## src/rtl/arm_mc_pkg.sv

```systemverilog
// Shared encodings for the multicycle ARM-subset controller: states, opcodes,
// ALU/mux select constants and condition codes.
package arm_mc_pkg;

  typedef enum logic [3:0] {
    S_FETCH, S_DECODE, S_MEMADR, S_MEMRD, S_MEMWB,
    S_MEMWR, S_EXECR, S_EXECI, S_ALUWB, S_BRANCH
  } state_e;

  localparam logic [1:0] OP_DP  = 2'b00;
  localparam logic [1:0] OP_MEM = 2'b01;
  localparam logic [1:0] OP_B   = 2'b10;

  localparam logic [3:0] CMD_AND = 4'b0000;
  localparam logic [3:0] CMD_SUB = 4'b0010;
  localparam logic [3:0] CMD_ADD = 4'b0100;
  localparam logic [3:0] CMD_CMP = 4'b1010;
  localparam logic [3:0] CMD_ORR = 4'b1100;

  localparam logic [1:0] ALU_ADD = 2'b00;
  localparam logic [1:0] ALU_SUB = 2'b01;
  localparam logic [1:0] ALU_AND = 2'b10;
  localparam logic [1:0] ALU_ORR = 2'b11;

  localparam logic [1:0] SRCB_WD  = 2'd0;
  localparam logic [1:0] SRCB_IMM = 2'd1;
  localparam logic [1:0] SRCB_4   = 2'd2;

  localparam logic [1:0] RES_ALUOUT = 2'd0;
  localparam logic [1:0] RES_DATA   = 2'd1;
  localparam logic [1:0] RES_ALURES = 2'd2;

  localparam logic ADR_PC  = 1'b0;
  localparam logic ADR_RES = 1'b1;

  localparam logic [3:0] COND_EQ = 4'h0;
  localparam logic [3:0] COND_NE = 4'h1;
  localparam logic [3:0] COND_CS = 4'h2;
  localparam logic [3:0] COND_CC = 4'h3;
  localparam logic [3:0] COND_MI = 4'h4;
  localparam logic [3:0] COND_PL = 4'h5;
  localparam logic [3:0] COND_VS = 4'h6;
  localparam logic [3:0] COND_VC = 4'h7;
  localparam logic [3:0] COND_HI = 4'h8;
  localparam logic [3:0] COND_LS = 4'h9;
  localparam logic [3:0] COND_GE = 4'hA;
  localparam logic [3:0] COND_LT = 4'hB;
  localparam logic [3:0] COND_GT = 4'hC;
  localparam logic [3:0] COND_LE = 4'hD;
  localparam logic [3:0] COND_AL = 4'hE;

endpackage

```

## src/rtl/cond_check.sv

```systemverilog
// ARM condition-code evaluation against stored {N,Z,C,V}; code 1111 never executes.
module cond_check
  import arm_mc_pkg::*;
(
  input  logic [3:0] cond,
  input  logic [3:0] flags,
  output logic       CondEx
);

  logic n, z, c, v, ge;

  always_comb begin
    {n, z, c, v} = flags;
    ge = (n == v);
    CondEx = 1'b0;
    case (cond)
      COND_EQ: CondEx = z;
      COND_NE: CondEx = ~z;
      COND_CS: CondEx = c;
      COND_CC: CondEx = ~c;
      COND_MI: CondEx = n;
      COND_PL: CondEx = ~n;
      COND_VS: CondEx = v;
      COND_VC: CondEx = ~v;
      COND_HI: CondEx = c & ~z;
      COND_LS: CondEx = ~c | z;
      COND_GE: CondEx = ge;
      COND_LT: CondEx = ~ge;
      COND_GT: CondEx = ~z & ge;
      COND_LE: CondEx = z | ~ge;
      COND_AL: CondEx = 1'b1;
      default: CondEx = 1'b0;
    endcase
  end

endmodule

```

## src/rtl/mc_control_fsm.sv

```systemverilog
// Multicycle sequencer: Moore FSM driving datapath enables/selects, plus the
// NZCV flag register and condition gating of every write strobe.
module mc_control_fsm
  import arm_mc_pkg::*;
(
  input  logic        clk,
  input  logic        reset,
  input  logic [31:12] Instr,
  input  logic [3:0]  ALUFlags,
  output logic        PCWrite,
  output logic        RegWrite,
  output logic        IRWrite,
  output logic        MemWrite,
  output logic        AdrSrc,
  output logic        ALUSrcA,
  output logic [1:0]  ALUSrcB,
  output logic [1:0]  ResultSrc,
  output logic [1:0]  RegSrc,
  output logic [1:0]  ImmSrc,
  output logic [1:0]  ALUControl
);

  state_e     state_q, state_d;
  logic [3:0] flags_q, flags_d;

  logic [1:0] op;
  logic       imm_i, s_l, cond_ex, no_write, rd_pc, wb_en, cv_cmd;
  logic [3:0] cmd;
  logic [1:0] alu_cmd;
  logic       pc_w, reg_w, ir_w, mem_w;

  assign op    = Instr[27:26];
  assign imm_i = Instr[25];
  assign cmd   = Instr[24:21];
  assign s_l   = Instr[20];
  assign rd_pc = (Instr[15:12] == 4'hF);

  cond_check u_cond (
    .cond   (Instr[31:28]),
    .flags  (flags_q),
    .CondEx (cond_ex)
  );

  // Unsupported cmds run as ADD and, like CMP, never write back.
  always_comb begin
    alu_cmd  = ALU_ADD;
    no_write = 1'b0;
    cv_cmd   = 1'b0;
    if (op == OP_DP) begin
      case (cmd)
        CMD_ADD: begin alu_cmd = ALU_ADD; cv_cmd = 1'b1; end
        CMD_SUB: begin alu_cmd = ALU_SUB; cv_cmd = 1'b1; end
        CMD_AND: alu_cmd = ALU_AND;
        CMD_ORR: alu_cmd = ALU_ORR;
        CMD_CMP: begin alu_cmd = ALU_SUB; cv_cmd = 1'b1; no_write = 1'b1; end
        default: begin alu_cmd = ALU_ADD; no_write = 1'b1; end
      endcase
    end
  end

  assign wb_en = cond_ex & ~no_write;

  always_comb begin
    state_d    = state_q;
    flags_d    = flags_q;
    pc_w       = 1'b0;
    reg_w      = 1'b0;
    ir_w       = 1'b0;
    mem_w      = 1'b0;
    AdrSrc     = ADR_PC;
    ALUSrcA    = 1'b0;
    ALUSrcB    = SRCB_WD;
    ResultSrc  = RES_ALUOUT;
    ALUControl = ALU_ADD;
    RegSrc     = 2'b00;
    ImmSrc     = 2'b00;
    if (state_q != S_FETCH) begin
      RegSrc = {(op == OP_MEM) & ~s_l, op == OP_B};
      ImmSrc = op;
    end
    case (state_q)
      S_FETCH: begin
        ir_w      = 1'b1;
        pc_w      = 1'b1;
        ALUSrcA   = 1'b1;
        ALUSrcB   = SRCB_4;
        ResultSrc = RES_ALURES;
        state_d   = S_DECODE;
      end
      S_DECODE: begin
        ALUSrcA   = 1'b1;
        ALUSrcB   = SRCB_4;
        ResultSrc = RES_ALURES;
        case (op)
          OP_MEM:  state_d = S_MEMADR;
          OP_DP:   state_d = imm_i ? S_EXECI : S_EXECR;
          OP_B:    state_d = S_BRANCH;
          default: state_d = S_FETCH;
        endcase
      end
      S_MEMADR: begin
        ALUSrcB = SRCB_IMM;
        state_d = s_l ? S_MEMRD : S_MEMWR;
      end
      S_MEMRD: begin
        AdrSrc  = ADR_RES;
        state_d = S_MEMWB;
      end
      S_MEMWR: begin
        AdrSrc  = ADR_RES;
        mem_w   = cond_ex;
        state_d = S_FETCH;
      end
      S_EXECR, S_EXECI: begin
        ALUSrcB    = (state_q == S_EXECI) ? SRCB_IMM : SRCB_WD;
        ALUControl = alu_cmd;
        state_d    = S_ALUWB;
        // Flags sampled from this cycle's ALU; CondEx still sees the old ones.
        if (cond_ex && s_l) begin
          flags_d[3:2] = ALUFlags[3:2];
          if (cv_cmd) flags_d[1:0] = ALUFlags[1:0];
        end
      end
      S_MEMWB, S_ALUWB: begin
        ResultSrc = (state_q == S_MEMWB) ? RES_DATA : RES_ALUOUT;
        pc_w      = rd_pc & wb_en;
        reg_w     = ~rd_pc & wb_en;
        state_d   = S_FETCH;
      end
      S_BRANCH: begin
        ALUSrcB   = SRCB_IMM;
        ResultSrc = RES_ALURES;
        pc_w      = cond_ex;
        state_d   = S_FETCH;
      end
      default: state_d = S_FETCH;
    endcase
  end

  // Strobes are masked by reset directly so none can pulse during an abort.
  assign PCWrite  = pc_w  & reset;
  assign RegWrite = reg_w & reset;
  assign IRWrite  = ir_w  & reset;
  assign MemWrite = mem_w & reset;

  always_ff @(posedge clk or negedge reset) begin
    if (!reset) begin
      state_q <= S_FETCH;
      flags_q <= 4'b0000;
    end else begin
      state_q <= state_d;
      flags_q <= flags_d;
    end
  end

endmodule

```

## config.mk

```make
export PLATFORM = sky130hd
export DESIGN_NAME = mc_control_fsm
export DESIGN_NICKNAME = d
export VERILOG_FILES = /design/src/rtl/arm_mc_pkg.sv /design/src/rtl/cond_check.sv /design/src/rtl/mc_control_fsm.sv
export SDC_FILE = /design/constraint.sdc
export NUM_CORES = 1
export LEC_CHECK = 0
export ABC_AREA = 1
export CELL_PAD_IN_SITES_DETAIL_PLACEMENT = 0
export CELL_PAD_IN_SITES_GLOBAL_PLACEMENT = 2
export CORE_MARGIN = 2
export CORE_UTILIZATION = 18
export DETAILED_ROUTE_END_ITERATION = 8
export PLACE_DENSITY = 0.8
export SETUP_SLACK_MARGIN = 0.15
export SLEW_MARGIN = 40
export SYNTH_ARGS = -nofsm -noshare
export SYNTH_HDL_FRONTEND = slang
export SYNTH_SLANG_ARGS = --single-unit
export TNS_END_PERCENT = 5
```

## constraint.sdc

```tcl
create_clock -name clk -period 1.9 [get_ports clk]
set_clock_uncertainty 0.2 [all_clocks]
set_input_delay 0.285 -clock clk [delete_from_list [all_inputs] [get_ports clk]]
set_output_delay 0.285 -clock clk [all_outputs]
set_load 0.02 [all_outputs]
```

==> out/results.tsv <==
metric	value	unit
worst_pin_slew	0.220	ns
gp_congestion	0.828	
setup_slack	-0.0965	ns
ys_warn_count	0	
final_util	0.379	
finalHoldViolCount	0	
instances_no_fill	276	
yosysTopAreaCell	dfrtp_1	
clk_latency	0.23	ns
path_class	flip-flop to output port	
grt_pass1_vias	1160	
cts_tree	built	
dp.cells	272	
drtPass1Iterations	4	
mostFrequentLayoutCells	nand2_1 (41), buf_4 (40), inv_1 (21)	
cts_made_buffers	3	
rows	24	
drt-total-wl	2.89	mm
end_kind	output port	
drv_cap	0	
die_y	72.6	um
syn_to_final_growth	99.0	%
p_per_area	1070	nW/um^2
ys_top_cells_by_area	dfrtp_1 (24%), nand2_1 (21%), inv_1 (12%)	
synthesis.nets	178	
cp.arrival	1.51	ns
rr_startpoint	flags_q[3]	
grt_max_degree	9	
vias	1162	
finalPower	1800	uW
place_ws	-0.806	ns
slew_viol_final	0	
netlist.area_leader.share	0.236	
required	1.41	ns
grt_usage	0.117	
slew_headroom	0.853	
critPathMaxFanout	4	
vias_per_cell	4.21	
status	complete, but fails checks	
synth.ff_latch_count	8	
clock_sinks	8	
clock_path_buffers	2	
cp-start-kind	flip-flop	
min_path_type	primary input to asynchronous set/reset pin	
dp_hpwl	2.35	mm
irDropWorstVdd	491	uV
placeableCoreArea	4440	sq um
min_period	2.00	ns
rsz0062_at_grt	yes	
fin_crit_sh	1.05	
pin_count	42	
finalInstanceArea	1690	sq um
yosys.cell_types.count	22	
synth-seq-area-share	0.236	
drt_iter0_drc	50	
grt_pass1_wl	4.93	mm
finalSetupViolations	4	
overflow	0	
netlist_instances	152	
cts_max_level	1	
final_common_cell	nand2_1	
start_util	0.191	
drc	0	
wl_per_cell	10.5	um
cts-root-buf	clkbuf_8	
postPlaceCellArea	1520	sq um
antenna_found_initial	0	
fmax	501	MHz
violations	setup timing	
dieWidth	72.6	um
die_area	5270	sq um
reg2reg_slack	0.26	ns
port_buffers	37	
nets	252	
startpoint	flags_q[3]	
syn_area	847	sq um
antenna_cells	0	
ant_nets	0	
clk_pin_slew_worst_paths	0.04	ns
leakage	0.000869	uW
drive_above_1_share	0.446	
synth_area_per_cell	5.57	sq um
-- worst max-delay path: stages, from the launching register on --
cell	delay (ns)
dfrtp_2	0.43
inv_2	0.08
nand2_2	0.06
nand2_2	0.08
nand2_2	0.06
nand3_1	0.09
nand2_2	0.08
nor2_4	0.10
nand2_4	0.07
nand2_4	0.06
nor2_1	0.04
buf_4	0.15
-- stage by stage --
step,hold slack [ns],TNS (ns)
after floorplan,-0.211,0
after global placement,0.323,-6.70
after detailed placement,0.323,-6.29
after CTS,0.284,-0.454
after global routing,0.344,-0.879
final,0.327,-0.346
-- cell usage after synthesis --
| cell | count |
|---|---|
| nor4_1 | 1 |
| nor2_2 | 2 |
| o21ai_0 | 3 |
| o22ai_1 | 1 |
| nand2_1 | 47 |
| inv_2 | 4 |
| a21oi_1 | 3 |
| dfrtp_1 | 8 |
| o211ai_1 | 1 |
| o221ai_1 | 1 |
| buf_2 | 1 |
| nor2_4 | 1 |
| nand4_1 | 6 |
| nand3_1 | 12 |
| nand3b_1 | 2 |
| nor3_1 | 2 |
| nor2_1 | 23 |
| nand3_2 | 2 |
| o21ai_1 | 1 |
| nand2_4 | 1 |
| inv_1 | 26 |
| nand2_2 | 4 |
-- sequential cells by signal (all words and copies together) (netlist names) --
register	count
state_q	4
flags_q	4
-- area by class of cell --
cell class / count / area [sq um]
fillers: 485 / 2760
multi-input cells: 113 / 659
repair buffers: 70 / 603
flip-flops and latches: 8 / 204
inverters: 30 / 113
well taps: 52 / 65.1
clock buffers: 3 / 41.3
-- cell families (layout without fill, tap and decap cells) --
group / Yosys count / in the layout / synth area share
and+or+nand+nor: 103 / 103 / 0.557
AOI/OAI and AO/OA: 10 / 10 / 0.0679
buffers and inverters: 31 / 103 / 0.139
DFF: 8 / 8 / 0.236
-- where the power goes --
part	switching [uW]	internal, uW
clock	70.4	138
combinational	666	631
sequential	68.8	224
-- repair_timing --
action | 4_1_cts | 5_1_grt
buffers inserted | 1 | 0
pin swaps | 11 | 8
gates resized for setup | 106 | 32
setup endpoints to repair | 20 | 20
hold buffers | 0 | 0
-- metal layers --
layer | global-route usage | wire length [um] | up-vias
met5 | 0 | 0 | -
met4 | 0.0370 | 28 | 0
met2 | 0.189 | 1380 | 23
met1 | 0.163 | 1410 | 515
met3 | 0.0152 | 75 | 2
li1 | - | - | 622
-- final timing paths --
path,end,cells after the start
setup / recovery,RegWrite,11
hold / removal,state_q[0],2
setup reg to reg,flags_q[3],11
hold reg to reg,flags_q[3],2
max in group asynchronous,flags_q[3],2
min in group clk,flags_q[3],2
Note: power is estimated with default switching activity, not from simulation.
